==> src/rtl/fetch_ctrl.sv <==
// Fetch sequencer: issues sequential instruction-memory requests, queues in-order
// responses for decode, and handles redirect flush/discard and halt.
module fetch_ctrl #(
   parameter int unsigned DEPTH    = 2,
   parameter logic [31:0] RESET_PC = 32'h0000_0000
) (
   input  logic        clock,
   input  logic        reset,
   output logic        imem_req_valid,
   input  logic        imem_req_ready,
   output logic [31:0] imem_addr,
   input  logic        imem_rsp_valid,
   input  logic [31:0] imem_rsp_data,
   output logic        inst_valid,
   input  logic        inst_ready,
   output logic [31:0] inst_data,
   output logic [31:0] inst_pc,
   input  logic        redirect_valid,
   input  logic [31:0] redirect_pc,
   input  logic        halt
);

   localparam int unsigned PW = (DEPTH > 1) ? $clog2(DEPTH) : 1;
   localparam int unsigned CW = PW + 1;
   localparam logic [CW:0] DEPTH_W = (CW+1)'(DEPTH);

   logic [31:0]   fetch_pc;
   logic [31:0]   resp_pc;
   logic [31:0]   q_data [DEPTH];
   logic [31:0]   q_pc   [DEPTH];
   logic [PW-1:0] head;
   logic [PW-1:0] tail;
   logic [CW-1:0] count;
   logic [CW-1:0] outstanding;
   logic [CW-1:0] discard;
   logic          req_pending;

   logic [CW:0]   in_use;
   logic          issue;
   logic          req_fire;
   logic          push;
   logic          pop;
   logic [CW-1:0] fire_inc;
   logic [CW-1:0] rsp_dec;
   logic [CW-1:0] outstanding_left;
   logic [31:0]   redirect_base;

   always_comb begin
      in_use           = {1'b0, outstanding} + {1'b0, count};
      // A held request must stay up regardless of halt or credit; only redirect withdraws it.
      issue            = !redirect_valid && (req_pending || (!halt && (in_use < DEPTH_W)));
      req_fire         = issue && imem_req_ready;
      push             = imem_rsp_valid && (discard == '0) && !redirect_valid;
      pop              = inst_valid && inst_ready;
      fire_inc         = {{(CW-1){1'b0}}, req_fire};
      rsp_dec          = {{(CW-1){1'b0}}, imem_rsp_valid};
      outstanding_left = outstanding - rsp_dec;
      redirect_base    = redirect_pc & ~32'h0000_0003;
   end

   assign imem_req_valid = reset && issue;
   assign imem_addr      = fetch_pc;
   assign inst_valid     = (count != '0);
   assign inst_data      = q_data[head];
   assign inst_pc        = q_pc[head];

   always_ff @(posedge clock or negedge reset) begin
      if (!reset) begin
         fetch_pc    <= RESET_PC;
         resp_pc     <= RESET_PC;
         head        <= '0;
         tail        <= '0;
         count       <= '0;
         outstanding <= '0;
         discard     <= '0;
         req_pending <= 1'b0;
         for (int unsigned i = 0; i < DEPTH; i++) begin
            q_data[i] <= '0;
            q_pc[i]   <= '0;
         end
      end else if (redirect_valid) begin
         // Everything still in flight after this edge belongs to the old stream.
         fetch_pc    <= redirect_base;
         resp_pc     <= redirect_base;
         head        <= '0;
         tail        <= '0;
         count       <= '0;
         outstanding <= outstanding_left;
         discard     <= outstanding_left;
         req_pending <= 1'b0;
      end else begin
         if (req_fire) begin
            fetch_pc    <= fetch_pc + 32'd4;
            req_pending <= 1'b0;
         end else if (issue) begin
            req_pending <= 1'b1;
         end

         outstanding <= outstanding + fire_inc - rsp_dec;

         if (imem_rsp_valid && (discard != '0))
            discard <= discard - CW'(1);

         if (push) begin
            q_data[tail] <= imem_rsp_data;
            q_pc[tail]   <= resp_pc;
            tail         <= tail + PW'(1);
            resp_pc      <= resp_pc + 32'd4;
         end

         if (pop)
            head <= head + PW'(1);

         if (push && !pop)
            count <= count + CW'(1);
         else if (!push && pop)
            count <= count - CW'(1);
      end
   end

endmodule

==> config.mk <==
export PLATFORM = sky130hd
export DESIGN_NAME = fetch_ctrl
export DESIGN_NICKNAME = d
export VERILOG_FILES = /design/src/rtl/fetch_ctrl.sv
export SDC_FILE = /design/constraint.sdc
export NUM_CORES = 1
export LEC_CHECK = 0
export CORE_UTILIZATION = 57
export CTS_CLUSTER_DIAMETER = 100
export DETAILED_ROUTE_END_ITERATION = 8
export GPL_ROUTABILITY_DRIVEN = 0
export PLACE_DENSITY_LB_ADDON = 0.2
export SYNTH_ARGS = -nofsm -noshare
export SYNTH_HDL_FRONTEND = slang
export SYNTH_SLANG_ARGS = --single-unit
==> constraint.sdc <==
create_clock -name clock -period 6.9 [get_ports clock]
set_clock_uncertainty 0.1 [all_clocks]
set_input_delay 1.38 -clock clock [delete_from_list [all_inputs] [get_ports clock]]
set_output_delay 1.38 -clock clock [all_outputs]
set_load 0.05 [all_outputs]
; ---- Word-level counts from Yosys, hierarchy flattened
; Index checks and enable logic that the tools add are counted.
[totals]
register_bits = 201
in_bits = 71
output_inout_bits = 98
wordCells = 83
[classes]
n_addsub = 11
magnitude_cmp = 4
mux = 27
bitwise = 3
reduce_logical = 26
[op_table]
columns = operator, count
row1 = 32-bit 2-to-1 mux, 11
row2 = 64-bit bitwise mux, 2
row3 = "32-bit by 3-bit adder with 32-bit output, second input constant", 2
row4 = 32-bit demux with 1-bit select, 1
row5 = 2-bit 2-to-1 mux, 6
row6 = 2-bit nonzero test, 6
row7 = 1-bit logical AND, 11
row8 = 1-bit 2-to-1 mux, 7
row9 = 3-bit nonzero test, 2
row10 = "2-bit >= comparator, second input constant", 2
row11 = 1-bit zero test, 4
row12 = 1-bit inverter with 2-bit output, 2
row13 = 2-bit by 1-bit subtractor with 2-bit output, 2
row14 = "2-bit by 1-bit subtractor with 2-bit output, second input constant", 2
row15 = 2-bit by 2-bit adder with 3-bit output, 1
row16 = "3-bit by 2-bit < comparator with 1-bit output, second input constant", 1
row17 = "1-bit adder, second input constant", 2
row18 = 2-bit by 1-bit adder with 2-bit output, 1
row19 = "2-bit by 1-bit adder with 2-bit output, second input constant", 1
row20 = 2-bit zero test, 1
row21 = "2-bit by 1-bit < comparator with 1-bit output, second input constant", 1
row22 = 2-bit AND reduction, 1
row23 = 1-bit logical OR, 1
row24 = 1-bit inverter, 1

; ---- Longest topological paths before layout
[depth]
word_depth = 9
ltp_mapped = 11
depth_no_buf = 11

; ---- Worst setup path before layout
; Ideal clock, no wire load.
[synth_path]
path_type = in2out
from = input redirect_valid
to = output imem_req_valid
arrival_time_ns = 3.129
slack_ns = 2.291
cell_stages = 4
path_buffers = 3
path_cell_list = buf_2 buf_1 buf_1 nor3b_1
[synth_via]
elab_chain_cells = 3
[synth_rtl]
columns = item, line_no
row1 = start: declaration, 18  ; input logic redirect_valid,
row2 = 1-bit zero test, 51  ; issue = !redirect_valid && (req_pending || (!halt && (in_use < DEPTH_W)));
row3 = 1-bit logical AND, 51
row4 = 1-bit logical AND, 61  ; assign imem_req_valid = reset && issue;
row5 = end: declaration, 9  ; output logic imem_req_valid,
; No other way between the ends.

; ---- Final worst setup path
[layout_path]
from = input halt
to = output imem_req_valid
[layout_via]
elab_chain_cells = 5
[layout_rtl]
columns = item, line_no
row1 = start: declaration, 20  ; input logic halt
row2 = 1-bit zero test, 51
row3 = 1-bit logical AND, 51
row4 = 1-bit logical OR, 51
row5 = 1-bit logical AND, 51
row6 = 1-bit logical AND, 61
; No other way between the ends.

==> run metrics <==
MaxCap Viol Count=0; First DRT Iteration DRCs=451; CP max stage delay=0.86 ns; Sink Count=between 150 and 200; flops & latches, synth=193; number of remaining DRC errors=0; ys flop type=dfrtp_1; Logic pwr share=0.435; largest net degree at the start of global routing=71; Net Sw Frac=0.385; Starting Density=0.585; R2R setup slack=3.83 ns; Hold Path End=q_pc[25]$_DFFE_PN0P_; GRT Residual Overflow=0; CP dominant cell by count=clkdlybuf4s50_1; DR vias/cell=5.73; most frequent cells in the layout=mux2_2, dfrtp_1, clkdlybuf4s50_1, nand2_1, nand3_1; DIE AREA=about 17000 µm²; WP data arrival=3.26 ns; Reg-to-Reg Start=outstanding[0]$_DFF_PN0_; Worst path slowest cell=clkdlybuf4s50_1; sequential area share after synthesis=0.520; status=finished, final reports clean; asr flop ratio synth=1.00; Syn-to-layout area delta=26.0%; Hold Path Depth=1; Worst-Skew Late Latency=0.42 ns; FF-to-FF path depth=7; pwr dens=416 nW/µm²; Clk network pwr share=0.209; Avg WL per Cell=18.6 µm; # nets final=971; clock slew at reported path FFs=0.07 ns; io pins=169; width of the die=130 µm; antenna viol nets, final=0; mean cell area of the mapped netlist=approximately 13 µm²; most common cell after layout, fill and taps aside=mux2_2; pre-CTS setup slack=2.22 ns; LEAKAGE=about 5 nW; layout cells sized above 1=0.285; reg2reg end=imem_addr[29]$_DFFE_PN0N_; Synth cell types=53; total CTS buffers=17; HP Class=register to register; Slew @ Worst Pin=1.08 ns; setup violators final=0; Worst EP required=5.42 ns; Worst setup EP type=output pin; Row Count=46; Core Area=15900 µm²; first-pass GRT wire length=33.6 mm; global-route usage over all layers=0.262; Die H=130 µm; Mapped Cells=740; Mapped Area=between 9000 and 10000 µm²; synth warn=0; RSZ-0062 raised after global routing=no; final setup margin=between 2 and 2.5 ns; initial antenna violation count=0; post-CTS resize count=0; Clock Tree Buf Depth=2; Crit Path Max Fanout=6; DP Wirelength=14.3 mm; CTS tree=done; hold path start=q_pc[25]$_DFFE_PN0P_; Final Hold Violating Endpoints=0; Final period util=0.687; Peak Freq=211 MHz; Post-CTS Setup Repair Bufs=0; vias in the first global route=6598; Setup CP Type=primary input to output pin; via count=6437; minimum clock period after layout=around 4.7 ns; Post-synth EDFFs=0; Setup crit start=halt; final slew viol count=0; Detailed Routing Iterations Pass 1=5; Cell Chain, Critical Path=clkdlybuf4s50_1 > nor3_4 > nor2_1 > nor3b_1 > clkdlybuf4s50_1; IO buf count=162; Slew Limit Headroom=0.271; CTS Root Cell=clkbuf_16; # H-tree levels=4; Core Util, Final=0.737; Sw Pwr=between 0.0015 and 0.002 W; cts hold-fix bufs=0; DRT Wirelength=20.9 mm; setup TNS=0 ns; Worst Setup Start Kind=primary input; Worst VDD drop=0.000290 V; Flop pwr share=0.357; Internal Power=roughly 0.003 W
-- critical path: cells and delay by family --
family / cells / cell delay, ns
buf+inv: 2 / 1.30
simple gates: 3 / 0.59
-- final cells by class --
| class | instances | area (µm²) |
|---|---|---|
| diodes | 1 | 2.50 |
| multi-input cells | 496 | 4250 |
| inverters | 16 | 60.1 |
| clock buffers | 21 | 460 |
| repair buffers | 169 | 1680 |
| flip-flops and latches | 193 | 4830 |
| clock inverters | 11 | 154 |
| well taps | 216 | 270 |
| fillers | 1080 | 4180 |
-- Yosys cell counts, types with 3 or more instances --
cell type	number	area share
xnor2_1	25	0.024
nand4_1	14	0.0094
inv_1	16	0.0065
dfrtp_1	193	0.52
nor3_1	13	0.0070
xor2_1	27	0.025
a21oi_1	9	0.0048
a21boi_0	13	0.011
nand2b_1	9	0.0061
nor4_1	8	0.0054
clkbuf_1	20	0.0081
buf_1	6	0.0024
a31oi_1	5	0.0034
and4_1	3	0.0028
and3_1	10	0.0067
o21ai_0	16	0.0086
buf_2	8	0.0043
ha_1	6	0.0081
buf_4	4	0.0032
a211o_1	4	0.0038
nor2b_1	4	0.0027
mux2_2	206	0.25
nand2_1	36	0.015
nor2_1	20	0.0081
nand3_1	28	0.015
and4b_1	3	0.0032
and2_1	3	0.0020
-- state kept, by name, summed over array words and instances (netlist names), 2 cells and up --
register / cells
q_pc: 60
outstanding: 2
discard: 2
count: 2
imem_addr: 30
q_data: 64
resp_pc: 30
-- routing by layer --
| layer | up-vias | global-route usage | wire length (µm) | part of all wire |
|---|---|---|---|---|
| li1 | 2967 | - | - | - |
| met1 | 3248 | 0.342 | 9050 | 0.43 |
| met2 | 190 | 0.425 | 10200 | 0.49 |
| met3 | 32 | 0.0590 | 1220 | 0.058 |
| met4 | 0 | 0.101 | 428 | 0.020 |
| met5 | - | 0 | 0 | 0 |
-- through the flow --
stage	instance area [µm²]	hold slack, ns	cells	power [W]
floorplan	9300	0.344	743	0.00322
global placement	11100	0.362	1090	0.00380
detailed placement	11100	0.387	1090	0.00388
CTS	11700	0.403	1122	0.00491
global route	11700	0.412	1122	0.00510
finish	11700	0.401	1123	0.00487
-- power groups by stage --
stage	Combinational, W	Sequential (W)	Clock [W]
after CTS	0.00213	0.00174	0.00104
after global placement	0.00208	0.00172	0
final	0.00212	0.00174	0.00102
after floorplan	0.00149	0.00173	0
after detailed placement	0.00212	0.00176	0
after global routing	0.00223	0.00179	0.00108
-- how the worst max path moves through the flow --
stage / to / slack, ns
after floorplan: imem_req_valid / 2.29
final: imem_req_valid / 2.16
after global placement: imem_req_valid / 2.17
after CTS: imem_req_valid / 2.19
after global routing: imem_req_valid / 2.09
after detailed placement: imem_req_valid / 2.22
-- cells by family after synthesis --
kind of cell    share of synthesized area
compound gates                     0.0442
xor+xnor                           0.0490
fa+ha+maj                          0.0102
buf+inv                            0.0245
flops                               0.520
mux                                 0.251
other cells                      0.000404
simple gates                        0.101
Power figures use the tool's default switching activity.
